File: src/rtl/pwm_pkg.sv
// Shared constants and types for the PWM duty controller: state encodings,
// duty width and default parameter values.
package pwm_pkg;

  localparam int DUTY_W               = 5;
  localparam int DIV_DEFAULT          = 20;
  localparam int DEBOUNCE_DEFAULT     = 4;
  localparam int STEP_PERIODS_DEFAULT = 4;

  typedef logic [DUTY_W-1:0] duty_t;

  // Plain 2-bit encodings so the state port carries legacy-compatible codes.
  typedef logic [1:0] fsm_state_t;
  localparam fsm_state_t ST_MANUAL  = 2'd0;
  localparam fsm_state_t ST_BR_UP   = 2'd1;
  localparam fsm_state_t ST_BR_DOWN = 2'd2;

endpackage

File: src/rtl/btn_debounce.sv
// Raw button conditioner: 2-FF synchronizer, consecutive-sample debounce
// filter and a registered one-cycle pulse on each accepted 0->1 change.
module btn_debounce
  import pwm_pkg::*;
#(
  parameter int DEBOUNCE = DEBOUNCE_DEFAULT
) (
  input  logic clk_in,
  input  logic rst,
  input  logic raw,
  output logic press
);

  localparam logic [3:0] CNT_LAST = 4'(DEBOUNCE - 1);

  logic       sync1;
  logic       sync2;
  logic       level;
  logic       level_d;
  logic [3:0] stable_cnt;

  // Two-stage synchronizer for the asynchronous button input.
  // NOTE: flops use non-blocking assignments so every register samples the
  // pre-edge value of its source; blocking here would collapse the chain.
  always_ff @(posedge clk_in or posedge rst) begin
    if (rst) begin
      sync1 <= 1'b0;
      sync2 <= 1'b0;
    end else begin
      sync1 <= raw;
      sync2 <= sync1;
    end
  end

  // Accept a new level only after DEBOUNCE consecutive differing samples;
  // any sample matching the current level restarts the count.
  always_ff @(posedge clk_in or posedge rst) begin
    if (rst) begin
      level      <= 1'b0;
      stable_cnt <= '0;
    end else if (sync2 == level) begin
      stable_cnt <= '0;
    end else if (stable_cnt == CNT_LAST) begin
      level      <= sync2;
      stable_cnt <= '0;
    end else begin
      stable_cnt <= stable_cnt + 4'd1;
    end
  end

  // Registered rising-edge detect on the debounced level.
  always_ff @(posedge clk_in or posedge rst) begin
    if (rst) begin
      level_d <= 1'b0;
      press   <= 1'b0;
    end else begin
      level_d <= level;
      press   <= level & ~level_d;
    end
  end

endmodule

File: src/rtl/pwm_duty_ctrl.sv
// PWM generator with button-controlled duty (manual mode) and an automatic
// triangular duty ramp (breathe mode). Duty changes are staged in a shadow
// register and applied only at the end of a period.
module pwm_duty_ctrl
  import pwm_pkg::*;
#(
  parameter int DIV          = DIV_DEFAULT,
  parameter int DEBOUNCE     = DEBOUNCE_DEFAULT,
  parameter int STEP_PERIODS = STEP_PERIODS_DEFAULT
) (
  input  logic       clk_in,
  input  logic       rst,
  input  logic       inc,
  input  logic       dec,
  input  logic       mode_btn,
  output logic       pwm_out,
  output logic [4:0] duty,
  output logic [1:0] state,
  output logic       period_end
);

  localparam duty_t      DUTY_MAX   = duty_t'(DIV);
  localparam duty_t      DUTY_RESET = duty_t'(DIV / 2);
  localparam duty_t      CNT_LAST   = duty_t'(DIV - 1);
  localparam logic [3:0] STEP_LAST  = 4'(STEP_PERIODS - 1);

  duty_t      period_cnt;
  duty_t      duty_sh;
  duty_t      duty_active;
  duty_t      duty_nxt;
  fsm_state_t state_nxt;
  logic [3:0] step_cnt;
  logic [3:0] step_nxt;
  logic       inc_p;
  logic       dec_p;
  logic       mode_p;

  btn_debounce #(.DEBOUNCE(DEBOUNCE)) u_inc_db (
    .clk_in (clk_in),
    .rst    (rst),
    .raw    (inc),
    .press  (inc_p)
  );

  btn_debounce #(.DEBOUNCE(DEBOUNCE)) u_dec_db (
    .clk_in (clk_in),
    .rst    (rst),
    .raw    (dec),
    .press  (dec_p)
  );

  btn_debounce #(.DEBOUNCE(DEBOUNCE)) u_mode_db (
    .clk_in (clk_in),
    .rst    (rst),
    .raw    (mode_btn),
    .press  (mode_p)
  );

  assign period_end = (period_cnt == CNT_LAST);
  assign duty       = duty_active;

  // Free-running period counter, 0..DIV-1.
  always_ff @(posedge clk_in or posedge rst) begin
    if (rst) begin
      period_cnt <= '0;
    end else if (period_end) begin
      period_cnt <= '0;
    end else begin
      period_cnt <= period_cnt + 5'd1;
    end
  end

  // Registered compare output and end-of-period load of the active duty.
  always_ff @(posedge clk_in or posedge rst) begin
    if (rst) begin
      pwm_out     <= 1'b0;
      duty_active <= DUTY_RESET;
    end else begin
      pwm_out <= (period_cnt < duty_active);
      if (period_end) begin
        duty_active <= duty_sh;
      end
    end
  end

  // Next-state logic for the mode FSM, shadow duty and breathe step counter.
  // NOTE: every output gets a default before the case so no path leaves a
  // variable unassigned, which would otherwise infer a latch.
  always_comb begin
    state_nxt = state;
    duty_nxt  = duty_sh;
    step_nxt  = step_cnt;
    case (state)
      ST_MANUAL: begin
        step_nxt = '0;
        if (mode_p) begin
          state_nxt = ST_BR_UP;
        end else if (inc_p && !dec_p) begin
          if (duty_sh < DUTY_MAX) duty_nxt = duty_sh + 5'd1;
        end else if (dec_p && !inc_p) begin
          if (duty_sh != '0) duty_nxt = duty_sh - 5'd1;
        end
      end
      ST_BR_UP: begin
        if (mode_p) begin
          state_nxt = ST_MANUAL;
        end else if (period_end) begin
          if (step_cnt != STEP_LAST) begin
            step_nxt = step_cnt + 4'd1;
          end else begin
            step_nxt = '0;
            if (duty_sh >= DUTY_MAX) begin
              // Already at the top: turn around without stepping.
              state_nxt = ST_BR_DOWN;
            end else begin
              duty_nxt = duty_sh + 5'd1;
              if (duty_sh == DUTY_MAX - 5'd1) state_nxt = ST_BR_DOWN;
            end
          end
        end
      end
      ST_BR_DOWN: begin
        if (mode_p) begin
          state_nxt = ST_MANUAL;
        end else if (period_end) begin
          if (step_cnt != STEP_LAST) begin
            step_nxt = step_cnt + 4'd1;
          end else begin
            step_nxt = '0;
            if (duty_sh == '0) begin
              state_nxt = ST_BR_UP;
            end else begin
              duty_nxt = duty_sh - 5'd1;
              if (duty_sh == 5'd1) state_nxt = ST_BR_UP;
            end
          end
        end
      end
      default: begin
        state_nxt = ST_MANUAL;
      end
    endcase
    // A fresh state always starts its step count from zero.
    if (state_nxt != state) step_nxt = '0;
  end

  // Control registers.
  always_ff @(posedge clk_in or posedge rst) begin
    if (rst) begin
      state    <= ST_MANUAL;
      duty_sh  <= DUTY_RESET;
      step_cnt <= '0;
    end else begin
      state    <= state_nxt;
      duty_sh  <= duty_nxt;
      step_cnt <= step_nxt;
    end
  end

endmodule
File: config.mk
export PLATFORM = sky130hd
export DESIGN_NAME = pwm_duty_ctrl
export DESIGN_NICKNAME = d
export VERILOG_FILES = /design/src/rtl/pwm_pkg.sv /design/src/rtl/btn_debounce.sv /design/src/rtl/pwm_duty_ctrl.sv
export SDC_FILE = /design/constraint.sdc
export NUM_CORES = 1
export LEC_CHECK = 0
export BUFFER_PORTS_ARGS = -buffer_cell sky130_fd_sc_hd__buf_2
export CORE_UTILIZATION = 60
export CTS_BUF_LIST = sky130_fd_sc_hd__clkbuf_2
export DETAILED_ROUTE_END_ITERATION = 10
export PLACE_DENSITY = 0.85
export SKIP_CTS_REPAIR_TIMING = 1
export SYNTH_ARGS = -nofsm -noshare
export SYNTH_HDL_FRONTEND = slang
export SYNTH_SLANG_ARGS = --single-unit
File: constraint.sdc
create_clock -name clk_in -period 2.65 [get_ports clk_in]
set_input_delay 0.6625 -clock clk_in [delete_from_list [all_inputs] [get_ports clk_in]]
set_output_delay 0.6625 -clock clk_in [all_outputs]
set_load 0.05 [all_outputs]
==> results_dict.tcl, run 1 <==
set metrics [dict create \
    dieArea_mm2 0.00448 \
    rsz0062_at_grt "no" \
    crit_chain "ha_1, nand4bb_4, inv_4, buf_2" \
    drt-initial-drc-count 144 \
    antennaDiodeCount 0 \
    synth.distinct_cells 47 \
    yosys_warnings 0 \
    ff2ff_setup_slack_ps 390 \
    initial_core_util_pct 62.9 \
    worst-setup-path-type "reg2out" \
    finalCritPeriodShare_pct 94.6 \
    combPwrFrac_pct 47.2 \
    grt_pass1_vias 1700 \
    final_cell_mix "45 x dfrtp_1, 19 x o21ai_0, 18 x ha_1, 17 x nor2_1, 14 x nand2_1" \
    grt_overflow 0 \
    clock-sinks 49 \
    synth-compound-area-share_pct 15.1 \
    fin_worst_skew_ps 16.3 \
    totalPowerFinal_uw 2730 \
    endpoint_kind "output port" \
    critPathMaxFanout 15 \
    drc 0 \
    p_sw_uw 1210 \
    start_kind "flop" \
    synth_top_family_by_area "simple AND/OR/NAND/NOR gates" \
    area_delta_synth_final_pct 6.67 \
    netlist_area_mm2 0.00253 \
    seqCellArea_mm2 0.00123 \
    status "complete, no violations" \
    leakage_uw 0.00119 \
    power.internal_uw 1520 \
    synthFlopType "dfrtp_1" \
    hpwl_mm 3.26 \
    synthSimpleGateAreaFrac_pct 17.5 \
    core_area_mm2 0.00403 \
    pwr_density_cell_mw_per_mm2 1010 \
    vias 1794 \
    wl_per_cell_um 14.8 \
    tightest_slew_ps 604 \
    grt_first_pass_wirelength_mm 7.49 \
    netSwitchingFraction_pct 44.4 \
    h-tree-depth 2 \
    ant_nets 0 \
    synth_edf_count 0 \
    yosys.area_share.xor_xnor_pct 3.80 \
    slowest_stage "dfrtp_1" \
    syn_area_per_cell_um2 10.7 \
    maxCapViolations 0 \
    grt_max_degree 50 \
    synthMuxAreaShare_pct 3.01 \
    setup_violations 0 \
    synth_fp_nets 260 \
    crit_arrival_ps 1850 \
    synth-seq-cells 49 \
    io_pins 14 \
    finalSetupTns_ps 0 \
    cts_buffers 5 \
    ys_seq_area_share_pct 48.6 \
    cp.required_ps 1990 \
    seqPwrFrac_pct 41.5 \
    async_flop_share_pct 100 \
    max_slew_margin_pct 59.7 \
    finalWirelength_mm 4.50 \
    cts_tree "done" \
    die_h_um 67.0 \
    final_common_cell "dfrtp_1" \
    num_rows 23 \
    clk_path_buf_depth 2 \
    cts.clk_slew.worst_paths_ps 240 \
    antenna_found_initial 0 \
    peakVddDrop_mv 0.481 \
    hold-worst-slack_ps 313 \
    fillCellCount 311 \
    critPathMaxStageDelay_ps 450 \
    clk_latency_ps 430 \
    track_usage_pct 22.7 \
    layout-drive-gt1-share_pct 16.1 \
    hold_violations 0 \
    firstDrtPassIters 5 \
    slew_viol_final 0 \
    hp-class "in2reg" \
    port_buffers 13 \
    die_w_um 67.0 \
    max_freq_mhz 399 \
    root_buffer "clkbuf_2" \
    syn_inst 237 \
    pwr-share-clk_pct 11.2 \
    multi_input_area_mm2 0.00122 \
    nets 277 \
    viasPerCell 5.88 \
    synth-adder-area-share_pct 8.89 \
    layout_min_cycle_time_ps 2510 \
    place_congestion 0.882 \
]
## layer usage
layer	part of all wire, %	GRT usage, %	wire length, µm
met4	1.4	8.24	64
met5	0	0	0
met2	49	38.4	2220
met1	46	28.4	2060
met3	3.6	4.79	160
## Yosys cell counts, drive strengths merged (2+ instances only)
library cell | number | area, µm²
dfrtp | 45 | 1130
o21ai | 19 | 95.1
ha | 18 | 225
nor2 | 17 | 63.8
inv | 15 | 58.8
nand2 | 14 | 52.6
a21oi | 13 | 65.1
nor2b | 7 | 43.8
nor4 | 7 | 50.1
xnor2 | 7 | 61.3
nand3 | 6 | 30.0
nor3 | 6 | 30.0
clkbuf | 5 | 18.8
mux2 | 5 | 56.3
nand2b | 5 | 31.3
nor3b | 5 | 42.5
dfstp | 4 | 105
xor2 | 4 | 35.0
a21o | 3 | 22.5
and2 | 3 | 18.8
nand3b | 3 | 22.5
a211oi | 2 | 15.0
a22o | 2 | 17.5
a31oi | 2 | 27.5
mux2i | 2 | 20.0
## cells by family (layout without fill, tap and decap cells)
kind of cell	after synthesis	in the layout
AOI/OAI and AO/OA	54	54
DFF	49	49
adders and majority gates	18	18
xor gates and xnor gates	11	11
muxes	7	7
and+or+nand+nor	78	78
buffers and inverters	20	38
## final cells by class
type,instances,area share (%)
repair buffers,15,2.96
well taps,50,2.32
multi-input cells,168,45.3
inverters,15,2.18
clock inverters,2,0.556
clock buffers,6,1.11
flip-flops and latches,49,45.6
## worst max-delay path: cells and delay by family, from the launching register on
family | cells | cell delay [ps]
adders and majority gates | 1 | 300
buffers and inverters | 2 | 480
DFF | 1 | 450
and+or+nand+nor | 1 | 190
## power groups by stage
stage | combinational (µW) | sequential [µW] | clock, µW
after detailed placement | 1270 | 1150 | 0
after global routing | 1430 | 1160 | 346
after floorplan | 879 | 1260 | 0
after global placement | 1230 | 1140 | 0
final | 1290 | 1130 | 307
after CTS | 1280 | 1130 | 313
## worst paths after layout
kind | cells past startpoint | from | end
worst max-delay path | 4 | period_cnt[0] | period_end
worst min-delay path | 1 | inc | u_inc_db.sync1
worst max register to register | 7 | state[0] | duty_sh[2]
worst min register to register | 0 | u_dec_db.sync1 | u_dec_db.sync2
max in group asynchronous | 3 | rst | period_cnt[0]
min in group asynchronous | 3 | rst | u_mode_db.press
## state kept, by name, indices dropped and copies added, names as in the netlist, 2 cells and up
| signal | count |
|---|---|
| step_cnt | 4 |
| u_inc_db.stable_cnt | 4 |
| state | 2 |
| duty_sh | 5 |
| u_dec_db.stable_cnt | 4 |
| period_cnt | 5 |
| duty | 5 |
| u_mode_db.stable_cnt | 4 |
## through the flow
step           cell area, µm²  util, %  setup slack, ps  instances
2_1_floorplan            2530        -              221        237
3_3_place_gp             2660     65.9              537        297
3_5_place_dp             2660     65.9              431        297
4_1_cts                  2700     67.0              126        305
5_1_grt                  2700     67.0             19.2        305
6_report                 2700     67.0              142        305
Note: power is estimated with default switching activity, not from simulation.
==> inputs of run 2 (changes only) <==
REMOVE_ABC_BUFFERS = 1   (was default)
clock period = 2.8 ns   (was 2.65 ns; I/O delays follow)
==> run 2 against run 1 <==
  * Clock skew shrank 6.0 ps
  * Setup slack better by 160 ps
  * Register-to-register slack better by 190 ps
  * Hold slack improved by 47 ps
  * Core utilization about the same
  * Global-route usage down 0.59 points
  * Flip-flop and latch count unchanged
  * First-iteration DRC count fell by 6.3%
  * Clock-buffer cell count decreased by 1
  * Routed wire length is 3.2% lower
  * Total power shrank 5.7%
  * Critical endpoint unchanged
==> results_dict.tcl, run 2 (synthesis results as in run 1) <==
set metrics [dict create \
    setup_violations 0 \
    rsz0062_at_grt "no" \
    pwr_density_cell_mw_per_mm2 954 \
    pwr-share-clk_pct 11.8 \
    power.internal_uw 1430 \
    hold_violations 0 \
    firstDrtPassIters 4 \
    die_h_um 67.0 \
    max_slew_margin_pct 60.1 \
    port_buffers 13 \
    seqPwrFrac_pct 42.3 \
    h-tree-depth 2 \
    cts_tree "done" \
    r2r_start "state[0]" \
    clk_latency_ps 430 \
    root_buffer "clkbuf_2" \
    die_w_um 67.0 \
    initial_core_util_pct 62.9 \
    io_pins 14 \
    ant_nets 0 \
    drt-initial-drc-count 135 \
    cts.clk_slew.worst_paths_ps 240 \
    place_congestion 0.908 \
    clk_path_buf_depth 2 \
    grt_max_degree 50 \
    start_kind "flop" \
    critPathLaunch "period_cnt[0]" \
    wl_per_cell_um 14.3 \
    clock-sinks 49 \
    cp.required_ps 2100 \
    final_common_cell "dfrtp_1" \
    combPwrFrac_pct 46.0 \
    grt_first_pass_wirelength_mm 7.27 \
    maxCapViolations 0 \
    hp-class "in2reg" \
    dieArea_mm2 0.00448 \
    final_cell_mix "45 x dfrtp_1, 19 x o21ai_0, 18 x ha_1, 17 x nor2_1, 14 x nand2_1" \
    antenna_found_initial 0 \
    num_rows 23 \
    holdCritStartpoint "mode_btn" \
    p_sw_uw 1150 \
    max_freq_mhz 400 \
    status "complete, no violations" \
    cts_buffers 5 \
    fin_area_mm2 0.00270 \
    slew_viol_final 0 \
    endpoint_kind "output port" \
    critPathMaxFanout 15 \
    grt_overflow 0 \
    layout_min_cycle_time_ps 2500 \
    area_delta_synth_final_pct 6.62 \
    leakage_uw 0.00119 \
    core_area_mm2 0.00403 \
    grt_pass1_vias 1701 \
    netSwitchingFraction_pct 44.5 \
    dpl_cell_area_mm2 0.00265 \
    track_usage_pct 22.1 \
    finalSetupTns_ps 0 \
    tightest_slew_ps 598 \
    hpwl_mm 3.19 \
    drc 0 \
    fin_worst_skew_ps 10.3 \
    finalWirelength_mm 4.36 \
    nets 276 \
    finalCritPeriodShare_pct 89.3 \
    peakVddDrop_mv 0.531 \
    viasPerCell 5.93 \
    layout-drive-gt1-share_pct 15.7 \
    vias 1802 \
    crit_arrival_ps 1800 \
    worst-setup-path-type "reg2out" \
    antennaDiodeCount 0 \
]
[run 2: cell types whose count changed in the layout (fill, tap and decap cells not counted)]
cell      previous run  this run
buf_4                2         1
clkbuf_2             6         5
inv_8                0         1
[run 2: area by class of cell]
class / instances / area [µm²]
inverters: 15 / 58.8
multi-input cells: 168 / 1220
repair buffers: 14 / 72.6
flip-flops and latches: 49 / 1230
well taps: 50 / 62.6
fillers: 320 / 1330
clock inverters: 3 / 26.3
clock buffers: 5 / 25.0
[run 2: layer usage]
layer / global-route usage, % / wire length (µm)
met5: 0 / 0
met4: 10.4 / 82
met1: 27.4 / 2020
met2: 36.1 / 2110
met3: 5.31 / 146
[run 2: power by group through the flow]
stage	combinational [µW]	clock [µW]	sequential (µW)
after CTS	1190	316	1090
final	1180	303	1090
after global placement	1140	0	1090
after global routing	1320	339	1110
after floorplan	794	0	1220
after detailed placement	1180	0	1100
[run 2: path summary, 6_finish.rpt]
check                                          to  slack, ps  depth (start not counted)
hold reg to reg                   u_mode_db.sync2        390                          0
setup / recovery                       period_end        300                          4
max in group asynchronous  u_dec_db.stable_cnt[2]       2030                          3
setup reg to reg                       duty_sh[2]        580                          7
min in group asynchronous          u_inc_db.level        380                          3
hold / removal                    u_mode_db.sync1        360                          1
[run 2: worst max-delay path: stages (launching register included)]
cell and delay [ps]:
dfrtp_1 440, ha_1 270, nand4bb_4 190, inv_4 190, buf_2 290
[run 2: stage by stage]
stage	util (%)	cells	hold WS [ps]	worst slack [ps]	power, µW
2_1_floorplan	-	232	331	463	2010
3_3_place_gp	65.7	296	333	714	2230
3_5_place_dp	65.7	296	345	623	2280
4_1_cts	67.0	304	334	255	2590
5_1_grt	67.0	304	308	156	2770
6_report	67.0	304	360	299	2580
==> inputs of run 3 (changes only) <==
--- a/config.mk
+++ b/config.mk
@@ -11,3 +11,3 @@
 export DETAILED_ROUTE_END_ITERATION = 10
-export PLACE_DENSITY = 0.85
+export PLACE_DENSITY = 0.84
 export REMOVE_ABC_BUFFERS = 1
@@ -16,2 +16,3 @@
 export SYNTH_HDL_FRONTEND = slang
+export SYNTH_HIERARCHICAL = 1
 export SYNTH_SLANG_ARGS = --single-unit
==> constraint.sdc (replaced) <==
create_clock -name clk_in -period 2.5 [get_ports clk_in]
set_input_delay 0.125 -clock clk_in [delete_from_list [all_inputs] [get_ports clk_in]]
set_output_delay 0.125 -clock clk_in [all_outputs]
set_load 0.05 [all_outputs]
==> run 3 against run 2 <==
  * Cell count increased by 3.3%
  * Global-route usage is 2.0 points higher
  * Clock power rose by 36%
  * Clock skew increased by 1.6 ps
  * Critical path depth is 3 higher
==> results_dict.tcl, run 3 <==
set metrics [dict create \
    synthFlopType "dfrtp_1" \
    yosysMostFrequentCell "dfrtp_1" \
    critPathMaxFanout 7 \
    power.internal_uw 1730 \
    fillCellCount 323 \
    worst_r2r_endpoint "step_cnt[1]" \
    async_flop_share_pct 100 \
    tightest_slew_ps 834 \
    vias 1892 \
    ys_top_cells_by_count "45 x dfrtp_1, 20 x inv_1, 19 x ha_1" \
    cts_tree "done" \
    cts.clk_slew.worst_paths_ps 240 \
    leakage_uw 0.00128 \
    critPathMaxStageDelay_ps 500 \
    wl_met3_um 153 \
    max_freq_mhz 437 \
    status "complete, no violations" \
    ys_top_cells_by_area "dfrtp_1 42%, ha_1 8.9%, dfstp_2 3.9%" \
    fin_area_mm2 0.00288 \
    viasPerCell 6.03 \
    seqCellArea_mm2 0.00123 \
    clk_latency_ps 420 \
    wl_met1_mm 2.16 \
    rsz0062_at_grt "no" \
    wl_per_cell_um 15.1 \
    die_w_um 68.6 \
    finalSetupTns_ps 0 \
    clock-sinks 49 \
    pwr_density_cell_mw_per_mm2 1050 \
    rr_worst_depth 7 \
    p_sw_uw 1300 \
    firstDrtPassIters 4 \
    crit_chain "inv_1, ha_1, nor4b_1, and4_1, nor4_1, nand4b_1, a21oi_1" \
    fin_worst_skew_ps 11.9 \
    ant_nets 0 \
    maxCapViolations 0 \
    io_pins 14 \
    drt-initial-drc-count 112 \
    track_usage_pct 24.1 \
    layout_min_cycle_time_ps 2290 \
    dieArea_mm2 0.00471 \
    cp.required_ps 2860 \
    die_h_um 68.6 \
    root_buffer "clkbuf_2" \
    synth.distinct_cells 57 \
    num_rows 23 \
    ff2ff_setup_slack_ps 210 \
    layout-drive-gt1-share_pct 17.4 \
    slew_viol_final 0 \
    worst-setup-path-type "reg2reg" \
    peakVddDrop_mv 0.694 \
    cts_buffers 5 \
    pwr-share-clk_pct 13.7 \
    netlist_area_mm2 0.00267 \
    top_layer_used "met4" \
    yosysTopAreaCellShare_pct 42.3 \
    core_area_mm2 0.00414 \
    hold_violations 0 \
    port_buffers 13 \
    syn_area_per_cell_um2 10.9 \
    seqPwrFrac_pct 40.9 \
    antenna_found_initial 0 \
    met2_length_mm 2.38 \
    syn_inst 244 \
    place_congestion 0.842 \
    finalCritPeriodShare_pct 91.6 \
    crit_arrival_ps 2650 \
    combPwrFrac_pct 45.5 \
    final_common_cell "dfrtp_1" \
    hpwl_mm 3.44 \
    r2r_start "state[0]" \
    grt_max_degree 23 \
    yosysTopAreaCell "dfrtp_1" \
    final_cell_mix "45 x dfrtp_1, 20 x inv_1, 19 x ha_1, 16 x nand2_1, 15 x o21ai_0" \
    drc 0 \
    synth-seq-cells 49 \
    critPathLaunch "state[0]" \
    ys_seq_area_share_pct 46.2 \
    crit_path_end "step_cnt[1]" \
    grt_pass1_vias 1809 \
    dpl.cell_count 302 \
    slowest_stage "dfrtp_1" \
    multi_input_area_mm2 0.00132 \
    h-tree-depth 2 \
    grt_overflow 0 \
    area_delta_synth_final_pct 7.98 \
    endpoint_kind "flop" \
    finalWirelength_mm 4.75 \
    layoutNonFillerInstCount 314 \
    synth_edf_count 0 \
    initial_core_util_pct 64.3 \
    max_slew_margin_pct 44.4 \
    netSwitchingFraction_pct 42.9 \
    antennaDiodeCount 0 \
    hp-class "in2async" \
    start_kind "flop" \
    clk_path_buf_depth 2 \
    nets 287 \
    grt_first_pass_wirelength_mm 8.26 \
    dpl_cell_area_mm2 0.00277 \
    setup_violations 0 \
    yosys_warnings 6 \
]
-- run 3: cell families (layout without fill, tap and decap cells) --
group	Yosys count	after routing	share of synthesized area, %
muxes	7	7	2.86
buffers and inverters	27	47	4.13
AOI/OAI and AO/OA	61	61	17.9
and+or+nand+nor	75	75	18.0
DFF	49	49	46.2
adders and majority gates	19	19	8.92
xor gates and xnor gates	6	6	1.97
-- run 3: through the flow --
step	hold slack [ps]	setup slack [ps]	power, µW	utilization (%)
finish	200	210	3020	69.4
global route	189	2.45	3270	69.4
CTS	-358	229	3030	68.5
detailed placement	136	314	2610	66.9
global placement	133	390	2570	66.9
floorplan	-47.1	136	2300	-
-- run 3: worst min path at each step --
stage / start / end / slack, ps / depth (start not counted)
6_report: rst / u_inc_db/stable_cnt[3] / 200 / 3
5_1_grt: rst / u_inc_db/stable_cnt[3] / 190 / 3
4_1_cts: rst / u_mode_db/press / -360 / 2
3_5_place_dp: rst / u_mode_db/press / 140 / 2
3_3_place_gp: rst / u_mode_db/press / 130 / 2
2_1_floorplan: rst / u_dec_db/level / -50 / 1
-- run 3: final cells by class --
cell class / instances / share of cell area [%]
clock inverter: 2 / 1.17
timing repair buffer: 18 / 3.91
sequential: 49 / 42.8
clock buffer: 6 / 1.04
tap: 50 / 2.17
inverter: 21 / 2.91
multi-input combinational: 168 / 46.0
-- run 3: worst max-delay path, delay by kind of cell, from the launching register on --
kind	cells	cell delay, ps
compound gates	1	180
fa+ha+maj	1	320
flops	1	500
buf+inv	1	130
simple gates	4	1110
-- run 3: power by group through the flow --
stage | Clock, µW | Sequential [µW] | Combinational (µW)
3_3_place_gp | 0 | 1240 | 1320
6_report | 413 | 1240 | 1380
4_1_cts | 423 | 1240 | 1370
3_5_place_dp | 0 | 1260 | 1360
5_1_grt | 449 | 1280 | 1540
2_1_floorplan | 0 | 1400 | 903
-- run 3: metal layers --
metal / vias up / GRT usage [%]
met3: 6 / 4.93
met2: 37 / 40.3
met5: - / 0
met4: 0 / 9.90
met1: 929 / 30.4
li1: 920 / -
